### src/rtl/sd_pkg.sv
`default_nettype none
// ============================================================================
//  Module      : sd_pkg
//  Description : Shared definitions for the SD CMD-line engine: FSM state
//                encoding, response-type codes, CRC7 polynomial, frame length
//                and the serial CRC7 step function.
//  Revision    : 1.0 - initial release
// ============================================================================
package sd_pkg;

  typedef enum logic [2:0] {
    ST_IDLE      = 3'd0,
    ST_SEND      = 3'd1,
    ST_WAIT_RESP = 3'd2,
    ST_RECV      = 3'd3,
    ST_NRC       = 3'd4,
    ST_DONE      = 3'd5
  } state_t;

  localparam logic [1:0] RESP_NONE = 2'd0;  // no response expected
  localparam logic [1:0] RESP_R1   = 2'd1;  // R1/R6/R7, CRC checked
  localparam logic [1:0] RESP_R3   = 2'd2;  // R3, CRC field ignored
  localparam logic [1:0] RESP_RSVD = 2'd3;  // reserved, behaves as RESP_NONE

  // x^7 + x^3 + 1 (the x^7 term is implicit in the feedback)
  localparam logic [6:0] CRC7_POLY = 7'h09;

  localparam int FRAME_LEN = 48;

  // One serial CRC7 update, MSB-first data.
  function automatic logic [6:0] crc7_step(input logic [6:0] crc, input logic din);
    logic fb;
    fb = din ^ crc[6];
    return {crc[5:0], 1'b0} ^ (fb ? CRC7_POLY : 7'h00);
  endfunction

  // True when the latched response type makes the engine listen for a reply.
  function automatic logic resp_expected(input logic [1:0] rtype);
    case (rtype)
      RESP_R1, RESP_R3:     return 1'b1;
      RESP_NONE, RESP_RSVD: return 1'b0;
      default:              return 1'b0;
    endcase
  endfunction

endpackage
`default_nettype wire

### src/rtl/sd_crc7.sv
`default_nettype none
// ============================================================================
//  Module      : sd_crc7
//  Description : Serial CRC7 generator/checker (x^7+x^3+1, init 0).
//  Ports       : clk    - system clock
//                resetn - asynchronous active-low reset
//                clear  - synchronous clear to 0 (priority over en)
//                en     - shift one data bit in
//                din    - data bit, MSB first
//                crc    - current CRC7 remainder
//  Revision    : 1.0 - initial release
// ============================================================================
module sd_crc7
  import sd_pkg::*;
(
  input  logic       clk,
  input  logic       resetn,
  input  logic       clear,
  input  logic       en,
  input  logic       din,
  output logic [6:0] crc
);

  always_ff @(posedge clk or negedge resetn) begin
    if (!resetn) begin
      crc <= 7'h00;
    end else if (clear) begin
      crc <= 7'h00;
    end else if (en) begin
      crc <= crc7_step(crc, din);
    end
  end

endmodule
`default_nettype wire

### src/rtl/sd_cmd_engine.sv
`default_nettype none
// ============================================================================
//  Module      : sd_cmd_engine
//  Description : SD CMD-line engine. Serialises a 48-bit command frame with
//                generated CRC7, optionally receives a 48-bit response and
//                checks its framing/CRC7, then idles NRC_TICKS SD clocks and
//                pulses done. All line activity advances on sd_clk_en strobes.
//  Ports       : clk, resetn            - clock, async active-low reset
//                sd_clk_en              - one-clk strobe per SD clock period
//                cmd_start              - start request (taken when busy=0)
//                cmd_index, cmd_arg     - command index / argument
//                resp_type              - 0 none, 1 R1/R6/R7, 2 R3, 3 = none
//                busy, done             - transaction status / end pulse
//                resp_index, resp_arg   - received response fields
//                crc_err, timeout       - response error flags
//                cmd_out, cmd_oe, cmd_in- CMD pad drive, enable, sample
//  Revision    : 1.0 - initial release
// ============================================================================
module sd_cmd_engine
  import sd_pkg::*;
#(
  parameter int RESP_TIMEOUT = 64,
  parameter int NRC_TICKS    = 8
) (
  input  logic        clk,
  input  logic        resetn,
  input  logic        sd_clk_en,
  input  logic        cmd_start,
  input  logic [5:0]  cmd_index,
  input  logic [31:0] cmd_arg,
  input  logic [1:0]  resp_type,
  output logic        busy,
  output logic        done,
  output logic [5:0]  resp_index,
  output logic [31:0] resp_arg,
  output logic        crc_err,
  output logic        timeout,
  output logic        cmd_out,
  output logic        cmd_oe,
  input  logic        cmd_in
);

  localparam int WAIT_W = $clog2(RESP_TIMEOUT + 1);
  localparam int NRC_W  = $clog2(NRC_TICKS + 1);

  localparam logic [5:0] TX_LAST     = 6'(FRAME_LEN - 1);  // end bit of command
  localparam logic [5:0] CRC_FIRST   = 6'(FRAME_LEN - 8);  // first CRC bit position
  localparam logic [5:0] RX_LAST     = 6'(FRAME_LEN - 2);  // end bit, start bit excluded
  localparam logic [5:0] RX_CRC_BITS = 6'(FRAME_LEN - 9);  // covered bits after start bit

  state_t state, next_state;

  logic [39:0]       tx_shift;    // start, transmission, index, arg
  logic [1:0]        rtype;
  logic [5:0]        bit_cnt;
  logic [WAIT_W-1:0] wait_cnt;
  logic [WAIT_W-1:0] wait_cnt_inc;
  logic [NRC_W-1:0]  nrc_cnt;
  logic [45:0]       rx_shift;
  logic [46:0]       rx_frame;
  logic [6:0]        tx_crc;
  logic [6:0]        rx_crc;
  logic [2:0]        crc_sel;
  logic              tx_bit;
  logic              rx_err;
  logic              accept;
  logic              tx_crc_en;
  logic              rx_crc_en;

  // --------------------------------------------------------------------------
  // CRC units: TX covers the 40 outgoing header bits; RX covers the 39 bits
  // after the start bit (a leading 0 leaves a zero-initialised CRC7 unchanged,
  // so the start bit need not be fed).
  // --------------------------------------------------------------------------
  assign tx_crc_en = (state == ST_SEND) && sd_clk_en && (bit_cnt < CRC_FIRST);
  assign rx_crc_en = (state == ST_RECV) && sd_clk_en && (bit_cnt < RX_CRC_BITS);

  sd_crc7 u_tx_crc (
    .clk    (clk),
    .resetn (resetn),
    .clear  (accept),
    .en     (tx_crc_en),
    .din    (tx_shift[39]),
    .crc    (tx_crc)
  );

  sd_crc7 u_rx_crc (
    .clk    (clk),
    .resetn (resetn),
    .clear  (accept),
    .en     (rx_crc_en),
    .din    (cmd_in),
    .crc    (rx_crc)
  );

  // Outgoing bit for the current position: header, then CRC MSB-first, then end bit.
  assign crc_sel = 3'(TX_LAST - 6'd1 - bit_cnt);
  always_comb begin
    tx_bit = 1'b1;
    if (bit_cnt < CRC_FIRST) begin
      tx_bit = tx_shift[39];
    end else if (bit_cnt < TX_LAST) begin
      tx_bit = tx_crc[crc_sel];
    end
  end

  // Response after the start bit, including the bit sampled this strobe:
  // [46] transmission, [45:40] index, [39:8] arg, [7:1] CRC7, [0] end.
  assign rx_frame = {rx_shift, cmd_in};
  assign rx_err   = rx_frame[46] || !rx_frame[0] ||
                    ((rtype == RESP_R1) && (rx_frame[7:1] != rx_crc));

  assign wait_cnt_inc = wait_cnt + 1'b1;

  // --------------------------------------------------------------------------
  // FSM
  // --------------------------------------------------------------------------
  always_ff @(posedge clk or negedge resetn) begin
    if (!resetn) begin
      state <= ST_IDLE;
    end else begin
      state <= next_state;
    end
  end

  always_comb begin
    next_state = state;
    busy       = 1'b0;
    done       = 1'b0;
    accept     = 1'b0;
    case (state)
      ST_IDLE: begin
        accept = cmd_start;
        if (cmd_start) next_state = ST_SEND;
      end
      ST_SEND: begin
        busy = 1'b1;
        if (sd_clk_en && (bit_cnt == TX_LAST)) begin
          next_state = resp_expected(rtype) ? ST_WAIT_RESP : ST_NRC;
        end
      end
      ST_WAIT_RESP: begin
        busy = 1'b1;
        if (sd_clk_en) begin
          // A start bit on the final count still wins over the timeout.
          if (!cmd_in) begin
            next_state = ST_RECV;
          end else if (wait_cnt_inc == WAIT_W'(RESP_TIMEOUT)) begin
            next_state = ST_NRC;
          end
        end
      end
      ST_RECV: begin
        busy = 1'b1;
        if (sd_clk_en && (bit_cnt == RX_LAST)) next_state = ST_NRC;
      end
      ST_NRC: begin
        busy = 1'b1;
        if (sd_clk_en && (nrc_cnt == NRC_W'(NRC_TICKS - 1))) next_state = ST_DONE;
      end
      ST_DONE: begin
        // busy is already low here, so a new request is taken straight away.
        done       = 1'b1;
        accept     = cmd_start;
        next_state = cmd_start ? ST_SEND : ST_IDLE;
      end
      default: next_state = ST_IDLE;
    endcase
  end

  // --------------------------------------------------------------------------
  // Datapath: everything on the line side moves only on strobes.
  // --------------------------------------------------------------------------
  always_ff @(posedge clk or negedge resetn) begin
    if (!resetn) begin
      tx_shift   <= '0;
      rtype      <= RESP_NONE;
      bit_cnt    <= '0;
      wait_cnt   <= '0;
      nrc_cnt    <= '0;
      rx_shift   <= '0;
      resp_index <= '0;
      resp_arg   <= '0;
      crc_err    <= 1'b0;
      timeout    <= 1'b0;
      cmd_out    <= 1'b1;
      cmd_oe     <= 1'b0;
    end else if (accept) begin
      tx_shift <= {2'b01, cmd_index, cmd_arg};
      rtype    <= resp_type;
      bit_cnt  <= '0;
      wait_cnt <= '0;
      nrc_cnt  <= '0;
      crc_err  <= 1'b0;
      timeout  <= 1'b0;
    end else if (sd_clk_en) begin
      case (state)
        ST_SEND: begin
          cmd_out <= tx_bit;
          cmd_oe  <= 1'b1;
          if (bit_cnt < CRC_FIRST) tx_shift <= {tx_shift[38:0], 1'b0};
          bit_cnt <= (bit_cnt == TX_LAST) ? 6'd0 : bit_cnt + 6'd1;
        end
        ST_WAIT_RESP: begin
          cmd_out  <= 1'b1;
          cmd_oe   <= 1'b0;
          wait_cnt <= wait_cnt_inc;
          if (cmd_in && (wait_cnt_inc == WAIT_W'(RESP_TIMEOUT))) timeout <= 1'b1;
        end
        ST_RECV: begin
          rx_shift <= rx_frame[45:0];
          if (bit_cnt == RX_LAST) begin
            bit_cnt    <= 6'd0;
            resp_index <= rx_frame[45:40];
            resp_arg   <= rx_frame[39:8];
            crc_err    <= rx_err;
          end else begin
            bit_cnt <= bit_cnt + 6'd1;
          end
        end
        ST_NRC: begin
          cmd_out <= 1'b1;
          cmd_oe  <= 1'b0;
          nrc_cnt <= nrc_cnt + 1'b1;
        end
        default: ;
      endcase
    end
  end

endmodule
`default_nettype wire
### config.mk
export PLATFORM = sky130hd
export DESIGN_NAME = sd_cmd_engine
export DESIGN_NICKNAME = d
export VERILOG_FILES = /design/src/rtl/sd_pkg.sv /design/src/rtl/sd_crc7.sv /design/src/rtl/sd_cmd_engine.sv
export SDC_FILE = /design/constraint.sdc
export NUM_CORES = 1
export LEC_CHECK = 0
export BUFFER_PORTS_ARGS = -buffer_cell sky130_fd_sc_hd__buf_2
export CAP_MARGIN = 20
export CORE_MARGIN = 3
export CORE_UTILIZATION = 48
export CTS_CLUSTER_DIAMETER = 80
export DETAILED_ROUTE_END_ITERATION = 6
export PLACE_DENSITY = 0.68
export REMOVE_ABC_BUFFERS = 1
export SETUP_SLACK_MARGIN = 0.5
export SYNTH_ARGS = -nofsm -noshare
export SYNTH_HDL_FRONTEND = slang
export SYNTH_SLANG_ARGS = --single-unit
### constraint.sdc
create_clock -name clk -period 2.3 [get_ports clk]
set_input_delay 0.575 -clock clk [delete_from_list [all_inputs] [get_ports clk]]
set_output_delay 0.575 -clock clk [all_outputs]
set_load 0.02 [all_outputs]
# ---- After elaboration in Yosys (flattened, before gate mapping)
# Index checks and enable logic that the tools add are counted.
dict set report totals {
  ff_bits 164
  inputBits 45
  out_inout_bits 44
  elab_cells 139
}
dict set report classes {
  add_sub_neg 4
  order_cmp 4
  eq_ne 19
  muxes 51
  n_bitwise 5
  n_reduce_logical 41
}
# operator count
set op_table {}
lappend op_table {{two-way mux 40 bit} 4}
lappend op_table {{two-way mux 7 bit} 7}
lappend op_table {{two-way mux 3 bit} 8}
lappend op_table {{two-way mux 6 bit} 4}
lappend op_table {{nonzero test 2 bit} 11}
lappend op_table {{two-way mux 4 bit} 5}
lappend op_table {{less-than comparator 6 bit (second input constant)} 3}
lappend op_table {{one-hot mux 3 bit (6 select lines)} 1}
lappend op_table {{two-way mux 1 bit} 17}
lappend op_table {{AND reduction 3 bit} 5}
lappend op_table {{XOR 7 bit} 2}
lappend op_table {{equality test 6 bit (second input constant)} 2}
lappend op_table {{one-hot mux 6 bit (2 select lines)} 1}
lappend op_table {{logical AND 1 bit} 9}
lappend op_table {{OR reduction 2 bit} 4}
lappend op_table {{adder 7 x 1 -> 7 bit (second input constant)} 1}
lappend op_table {{equality test 7 bit (second input constant)} 1}
lappend op_table {{!= test 7 bit} 1}
lappend op_table {{adder 6 x 1 -> 6 bit (second input constant)} 1}
lappend op_table {{equality test 3 x 2 -> 1 bit (second input constant)} 2}
lappend op_table {{equality test 3 bit (second input constant)} 2}
lappend op_table {{!= test 2 bit (second input constant)} 3}
lappend op_table {{one-hot mux 1 bit (2 select lines)} 3}
lappend op_table {{AND reduction 2 bit} 3}
lappend op_table {{20 further kinds} 24}

# ---- Depth between registers and ports, before layout
# Gate-level depths: netlist (run 1).
dict set report depth {
  depth_word 8
  mapped_depth 8
  mapped_depth_nobuf 6
}

# ---- By module
# A second synthesis (run 1) with hierarchy kept.
dict set report unflattened {
  cells_unflattened 695
  hier_area_um2 7170.6
}
# mod n_inst cells_each area_each_um2 seq_area_each_um2
set modules_own_cells {}
lappend modules_own_cells {sd_cmd_engine 1 639 6555.0 3754.9}
lappend modules_own_cells {sd_crc7 2 28 307.8 175.2}

# ---- Least setup slack after synthesis (run 1)
# Ideal clock, no wire load.
dict set report synth_path {
  kind {register to register}
  startpoint {register bit_cnt[0]}
  endpoint {register cmd_out}
  setup_time_ns 0.088
  t_arrival_ns 1.692
  required_ns 2.212
  path_slack_ns 0.520
  path_stages_with_launch 7
  path_buffers 1
  synth_period_minus_slack_ns 1.780
  cell_sequence {dfrtp_1 -> ha_1 -> clkbuf_2 -> xor2_2 -> mux4_2 -> o21ai_1 -> a221oi_1}
}
dict set report synth_via {
  elab_chain_len 6
  elab_cells_between_ends 8
  classes_between {add/sub: 1; order compare: 2; mux: 5}
}
# element line
set synth_rtl {}
lappend synth_rtl {{start, declared} sd_cmd_engine.sv:55} ;# logic [5:0] bit_cnt;
lappend synth_rtl {{start signal, assigned} sd_cmd_engine.sv:202} ;# bit_cnt <= (bit_cnt == TX_LAST) ? 6'd0 : bit_cnt + 6'd1;
lappend synth_rtl {{start signal, assigned} sd_cmd_engine.sv:218} ;# bit_cnt <= bit_cnt + 6'd1;
lappend synth_rtl {{subtractor 3 bit} sd_cmd_engine.sv:97} ;# assign crc_sel = 3'(TX_LAST - 6'd1 - bit_cnt);
lappend synth_rtl {{binary-select mux 1 bit (select 3 bit)} sd_cmd_engine.sv:103} ;# tx_bit = tx_crc[crc_sel];
lappend synth_rtl {{two-way mux 1 bit (implied by the code)} sd_cmd_engine.sv:103}
lappend synth_rtl {{two-way mux 1 bit} sd_cmd_engine.sv:102} ;# end else if (bit_cnt < TX_LAST) begin
lappend synth_rtl {{two-way mux 1 bit *} sd_cmd_engine.sv:100} ;# if (bit_cnt < CRC_FIRST) begin
lappend synth_rtl {{one-hot mux 1 bit (2 select lines) *} sd_cmd_engine.sv:197} ;# case (state)
lappend synth_rtl {{end signal, assigned} sd_cmd_engine.sv:199} ;# cmd_out <= tx_bit;
lappend synth_rtl {{end, declared} sd_cmd_engine.sv:38} ;# output logic cmd_out,
# Every way passes the cells marked *; elsewhere a longest branch is shown, timed or not. The select of a mux whose other input is x is not followed.
# A chain may end at the register's enable or synchronous reset.

# ---- Worst setup path after layout (run 1)
dict set report layout_path {
  startpoint {register state[0]}
  endpoint {register state[1]}
}
dict set report layout_via {
  elab_chain_len 3
  elab_cells_between_ends 14
  classes_between {eq/ne: 11; mux: 1; reduce/logical: 2}
}
# element line
set layout_rtl {}
lappend layout_rtl {{start, declared} sd_cmd_engine.sv:51} ;# state_t state, next_state;
lappend layout_rtl {{start signal, assigned} sd_cmd_engine.sv:122} ;# state <= next_state;
lappend layout_rtl {{equality test 3 x 2 -> 1 bit, or another cell as far along} sd_cmd_engine.sv:131} ;# case (state)
lappend layout_rtl {{!= test 3 bit (no line), or another cell as far along} --}
lappend layout_rtl {{AND reduction 6 bit (no line)} --}
# Parallel ways exist; a longest one is shown, timed or not.

==> out/metrics.csv, run 1 <==
stage,metric,value,unit
placed_design,HPWL after detailed placement,9080,µm
grt,first-pass GRT wire length,24500,µm
floorplanning,die area,16300,µm²
yosys,Syn Area/Cell,11.8,µm²
floorplanning,area of the core,14200,µm²
grt,leftover overflow at the end of global routing,0,
grt,via count of the first global-routing pass,4934,
cts,maximum root-to-sink buffer count,2,
setup_path,CP max FO,6,
layout,summed area of non-filler cells in the final layout,9390,µm²
yosys,Yosys cell types,53,
layout,filler cell count in the final layout,1030,
floorplanning,Site Rows,43,
timing,relative slew slack,73.7,%
timing,maximum clock frequency,0.503,GHz
setup_path,type of destination of the critical path,flip-flop,
timing,time the worst path needs with I/O delays and setup,1.99,ns
timing,Post-Route Hold Slack,0.0589,ns
setup_path,startpoint-to-endpoint class of the critical path,reg -> reg,
placed_design,standard cell area after detailed placement,7790,µm²
drt,router iterations before antenna repair,5,
layout,"most common cell after layout, fill and taps aside",dfrtp_1,
yosys,largest cells by area after synthesis,"dfrtp_1, mux2_1, nand2_1",
timing,"Setup violations, final",0,
setup_path,CP Launch Type,flip-flop,
floorplanning,vertical extent of the die,128,µm
layout,relative area change from synthesis to final layout,31.8,%
yosys,Post-synth top flop,dfrtp_1,
grt,number of antenna violations at the first check in global routing,0,
drt,vias per inst,5.54,
cts,Clock H-tree levels,4,
power_and_ir_drop,IR Drop Worst-Case VDD,0.767,mV
power_and_ir_drop,power per standard cell area,1060,nW/µm²
yosys,Netlist Area Pre-Place,7130,µm²
timing,slew at the pin with the worst max-slew slack,0.394,ns
timing,count of final max-slew check failures,0,
yosys,synthesized instance count,605,
worst_hold_path,worst min path class,in -> async,
yosys,area share of the largest cell type after synthesis,57.2,%
yosys,Ys Warns,0,
setup_path,"Largest stage delay, worst path",0.43,ns
cts,clock insertion delay at the later pin of the skew report,0.42,ns
setup_path,"most used cell, CP",buf_6,
yosys,sequential cell area fraction in the yosys report,57.6,%
grt,overall track demand over capacity in global routing,18.7,%
grt,maximum number of pins on one net before global-route repair,58,
status,outcome,finished clean,
floorplanning,Die W,128,µm
cts,TritonCTS Buffers,17,
setup_path,required time at the endpoint of the critical path,2.61,ns
drt,number of vias after detailed routing,5146,
yosys,share of flip-flops with an asynchronous set or reset,100,%
yosys,count of flip-flops with a built-in enable after synthesis,0,
placed_design,final weighted congestion in routability-driven placement,0.813,
layout,diode count,0,
setup_path,data arrival time of the critical path,2.30,ns
layout,most frequent cells in the layout,"dfrtp_1, nand2_1, buf_2",
drt,Residual DRC,0,
power_and_ir_drop,static leakage,4.71,nW
setup_path,list of cells traversed by the critical path,buf_6 > buf_4 > buf_6 > o21bai_1 > o31ai_2 > a31oi_1 > o2111ai_2 > mux2_4,
drt,final wirelength,17000,µm
floorplanning,# IOs,89,
layout,fraction of layout cells with a size suffix above 1,39.1,%
drt,Wirelength per Cell,18.3,µm
drt,DRT iter0 DRCs,321,
setup_path,slowest cell on the critical path,dfrtp_2,
cts,clock transition at the registers of the reported paths,0.07,ns
yosys,"area leader, netlist",dfrtp_1,
placed_design,number of buffers inserted by port buffering,88,
layout,fin nets,786,
floorplanning,initial standard-cell utilization of the core,50.2,%
cts,clock tree from TritonCTS,built,
cts,cell at the root of the clock tree,clkbuf_16,
timing,skew final,0.00967,ns
cts,clock net sink count,164,
timing,setup repair after global routing missed its margin,yes,
drt,Detail Route Antenna Nets,0,
yosys,synthesis-stage register bit count,164,
timing,count of endpoints failing hold in the final timing report,0,
timing,period utilization,86.5,%
job,number of max-cap violations,0,
## metrics by stage
stage                     worst slack [ns]  util, %  setup TNS (ns)  instances  total power, W
after floorplan                      -2.46        -         -138.31        567         0.00539
after global routing                 0.282     66.1               0        929          0.0105
final                                0.310     66.1               0        929         0.00996
after CTS                            0.320     61.3               0        903         0.00921
after global placement               0.422     54.9               0        851         0.00603
after detailed placement             0.372     54.9               0        851         0.00614
## Yosys cell counts, types with 2 or more instances
cell / number
nand3_1: 15
buf_2: 26
and3b_1: 4
nor2b_1: 2
nand2_1: 115
a31oi_1: 2
a22oi_1: 37
clkbuf_1: 5
o21a_1: 2
or3_1: 2
o21ai_1: 16
a21oi_1: 8
a41oi_1: 2
xor2_1: 12
nand4_1: 3
inv_1: 9
o2bb2ai_1: 4
o31ai_1: 2
buf_4: 5
o21ai_0: 11
mux2_2: 23
mux2i_1: 4
nor2_1: 22
dfrtp_1: 163
xnor2_1: 12
ha_1: 5
o21bai_1: 2
nand3b_1: 5
mux2_1: 63
## critical path, delay by kind of cell (launching register included)
kind,cells,cell delay (ns)
muxes,1,0.34
buffers and inverters,3,0.38
AOI/OAI and AO/OA,4,0.72
DFF,1,0.43
## repair_timing
action,in CTS,in global routing
buffers inserted,16,14
endpoints found under the hold margin,0,0
hold buffers,0,0
resized for setup,30,87
pin swaps,3,22
gates cloned,4,12
endpoints found under the setup margin,88,123
## registers in the layout (all words and copies together) (netlist names), 2 cells and up
name          count
wait_cnt          7
resp_arg         32
bit_cnt           6
rx_shift         46
u_tx_crc.crc      7
u_rx_crc.crc      7
resp_index        6
rtype             2
nrc_cnt           4
state             3
tx_shift         40
## report_power, final
group	leakage, nW	total [W]	internal (W)	switching [W]
Combinational	2.24	0.00336	0.00161	0.00174
Clock	0.274	0.00271	0.00157	0.00114
Sequential	2.20	0.00389	0.00344	0.000445
## metal layers
metal	share of wire [%]	track usage (%)	wire [µm]	vias to the layer above
met2	51	29.6	8600	152
li1	-	-	-	2382
met5	0	0	0	-
met3	4.4	4.21	745	26
met4	1.7	7.37	286	0
met1	43	25.3	7350	2586
## area by class of cell
| type | count | area, µm² | area share [%] |
|---|---|---|---|
| clock buffer | 20 | 467 | 4.97 |
| timing repair buffer | 148 | 1280 | 13.7 |
| inverter | 9 | 33.8 | 0.360 |
| sequential | 164 | 4110 | 43.8 |
| multi-input combinational | 396 | 3160 | 33.7 |
| tap | 180 | 225 | 2.40 |
| clock inverter | 12 | 106 | 1.13 |
## final timing paths
path                                    from            to  slack (ns)  cells past startpoint
worst max-delay path                state[0]      state[1]        0.31                      8
worst min-delay path                  resetn  rx_shift[15]        0.06                      1
worst max register to register      state[0]      state[1]        0.31                      8
worst min register to register  tx_shift[23]  tx_shift[23]        0.48                      2
max in group asynchronous             resetn       cmd_out        1.59                      2
min in group clk                 cmd_arg[16]  tx_shift[16]        0.36                      3
## cells by family (layout without fill, tap and decap cells)
logic type / count (synthesis) / in the layout / share of synthesized area (%)
xor gates and xnor gates: 25 / 25 / 3.18
muxes: 91 / 91 / 14.5
AOI/OAI and AO/OA: 95 / 96 / 9.04
buffers and inverters: 47 / 189 / 3.32
adders and majority gates: 5 / 5 / 0.878
DFF: 164 / 164 / 57.6
and+or+nand+nor: 178 / 179 / 11.5
Power figures use the tool's default switching activity.
==> run 2, diff against run 1 <==
- CAP_MARGIN: 20 -> 30
- clock period: 2.3 -> 1.87 ns (I/O delays scaled with it)
==> run 2 against run 1 <==
Compared with the run above: setup slack worse by 0.30 ns; core utilization grew 13 points; register-to-register slack worse by 0.29 ns; critical path depth is 4 lower; highest routed layer unchanged; sequential share of layout area is 7.1 points lower; sequential cell count stayed put; first-iteration DRC count grew 35%; sequential power rose by 25%; total power up 41%; clock skew is 0.0011 ns lower; global-route usage up 6.1 points; hold slack better by 0.19 ns.
==> out/metrics.csv, run 2 (same netlist as run 1, synthesis figures left out) <==
stage,metric,value,unit,change
timing,count of final max-slew check failures,0,,unchanged
timing,slew at the pin with the worst max-slew slack,0.400,ns,+0.00645 ns
layout,relative area change from synthesis to final layout,57.1,%,
power_and_ir_drop,IR Drop Worst-Case VDD,0.858,mV,+12%
setup_path,CP Launch Type,flip-flop,,
cts,cell at the root of the clock tree,clkbuf_16,,
job,number of max-cap violations,0,,unchanged
grt,overall track demand over capacity in global routing,24.8,%,+6.1 points
worst_hold_path,worst min path class,in -> reg,,
layout,footprint of the multi-input gates,3590,µm²,+13%
drt,Wirelength per Cell,21.7,µm,+19%
cts,clock transition at the registers of the reported paths,0.06,ns,about the same
layout,Seq. cell area,4110,µm²,about the same
setup_path,type of destination of the critical path,output pin,,
setup_path,cell depth of the worst flop-to-flop path,7,,-1
layout,fraction of layout cells with a size suffix above 1,54.1,%,+15 points
layout,fin nets,874,,+11%
floorplanning,area of the core,14200,µm²,unchanged
floorplanning,Site Rows,43,,unchanged
grt,maximum number of pins on one net before global-route repair,50,,-14%
setup_path,required time at the endpoint of the critical path,1.40,ns,-1.21 ns
layout,biggest registers after layout,"rx_shift: 46 flops, tx_shift: 40 flops, resp_arg: 32 flops",,
grt,first-pass GRT wire length,31600,µm,+29%
grt,number of antenna violations at the first check in global routing,0,,unchanged
cts,TritonCTS Buffers,17,,unchanged
cts,clock insertion delay at the later pin of the skew report,0.43,ns,about the same
floorplanning,# IOs,89,,unchanged
floorplanning,initial standard-cell utilization of the core,50.2,%,unchanged
setup_path,data arrival time of the critical path,1.40,ns,-0.90 ns
setup_path,startpoint-to-endpoint class of the critical path,reg -> out,,
worst_hold_path,hold path cells,3,,
cts,Clock H-tree levels,4,,unchanged
floorplanning,die area,16300,µm²,unchanged
placed_design,final weighted congestion in routability-driven placement,0.797,,-2.1%
floorplanning,vertical extent of the die,128,µm,unchanged
timing,setup repair after global routing missed its margin,yes,,
layout,most frequent cells in the layout,"dfrtp_1, nand2_1, mux2_4",,
drt,final wirelength,22000,µm,+30%
power_and_ir_drop,power per standard cell area,1250,nW/µm²,+18%
grt,leftover overflow at the end of global routing,0,,unchanged
placed_design,HPWL after detailed placement,9340,µm,+2.9%
placed_design,standard cell area after detailed placement,7900,µm²,+1.4%
timing,time the worst path needs with I/O delays and setup,1.86,ns,
timing,maximum clock frequency,0.536,GHz,
layout,summed area of non-filler cells in the final layout,11200,µm²,+19%
timing,period utilization,99.7,%,
placed_design,number of buffers inserted by port buffering,88,,unchanged
layout,"most common cell after layout, fill and taps aside",dfrtp_1,,
timing,skew final,0.00858,ns,-0.00109 ns
timing,relative slew slack,73.0,%,-0.78 points
drt,router iterations before antenna repair,5,,unchanged
layout,"flip-flop count of the largest register, all copies and words added",46,,unchanged
drt,number of vias after detailed routing,5786,,+12%
setup_path,CP max FO,3,,-3
timing,total negative slack for setup checks,0,ns,unchanged
drt,Residual DRC,0,,unchanged
grt,via count of the first global-routing pass,5934,,+20%
power_and_ir_drop,static leakage,5.54,nW,+18%
cts,clock net sink count,164,,unchanged
floorplanning,Die W,128,µm,unchanged
status,outcome,finished clean,,
timing,"Setup violations, final",0,,unchanged
drt,DRT iter0 DRCs,433,,+35%
drt,Detail Route Antenna Nets,0,,unchanged
cts,clock tree from TritonCTS,built,,
drt,vias per inst,5.69,,+2.8%
layout,register bank with the most flops,rx_shift,,
timing,count of endpoints failing hold in the final timing report,0,,unchanged
cts,maximum root-to-sink buffer count,2,,unchanged
layout,filler cell count in the final layout,737,,-28%
layout,diode count,0,,unchanged
==> run 2: changes by cell type in the layout (fill, tap and decap cells not counted), moves of 23 or more <==
cell    delta
mux2_1    -23
mux2_2    -23
buf_2     -42
mux2_4    +46
buf_6     +65
buf_4     +47
==> run 2: final cells by class <==
cell class / count / area share, %
clock buffer: 23 / 4.36
clock inverter: 8 / 1.11
inverter: 9 / 0.302
multi-input combinational: 396 / 32.0
sequential: 164 / 36.7
tap: 180 / 2.01
timing repair buffer: 236 / 23.5
==> run 2: power by group <==
part	total [W]	leakage, nW	switching [W]	internal (W)
Combinational	0.00552	3.04	0.00262	0.00289
Sequential	0.00485	2.20	0.000620	0.00423
Clock	0.00365	0.295	0.00142	0.00223
==> run 2: worst paths after layout <==
check                        startpoint      endpoint  slack, ns
setup / recovery               state[0]          done      0.005
hold / removal             resp_type[0]      rtype[0]       0.25
setup reg to reg             bit_cnt[1]   resp_arg[6]       0.02
hold reg to reg            tx_shift[23]  tx_shift[23]       0.48
max in group asynchronous        resetn       cmd_out       0.74
min in group asynchronous        resetn  rx_shift[16]       0.51
==> run 2: what timing repair did <==
action	in CTS	in global routing
gates resized for setup	252	103
setup buffers	70	27
hold buffers	1	0
hold endpoints to repair	31	0
cloned	21	2
endpoints found under the setup margin	205	207
pin swaps	35	22
==> run 2: layer usage <==
metal / track usage (%) / up-vias / wire [µm]
met1: 30.4 / 2974 / 8860
met4: 8.43 / 0 / 585
li1: - / 2545 / -
met2: 43.4 / 213 / 11600
met5: 0 / - / 0
met3: 5.63 / 54 / 959
==> run 2: critical path: stages, from the launching register on <==
cell and delay, ns:
dfrtp_1 0.41, buf_6 0.15, buf_6 0.12, and3b_1 0.17, buf_6 0.13
==> run 2: through the flow <==
step | total power, W | hold slack (ns) | std cells | setup WS, ns | util, %
after floorplan | 0.00663 | 0.172 | 567 | -2.89 | -
after global placement | 0.00753 | 0.383 | 864 | 0.0821 | 55.6
after detailed placement | 0.00769 | 0.388 | 864 | 0.0604 | 55.6
after CTS | 0.0131 | 0.229 | 987 | 0.0255 | 73.9
after global routing | 0.0146 | 0.244 | 1016 | -0.0453 | 78.8
final | 0.0140 | 0.250 | 1016 | 0.00514 | 78.8
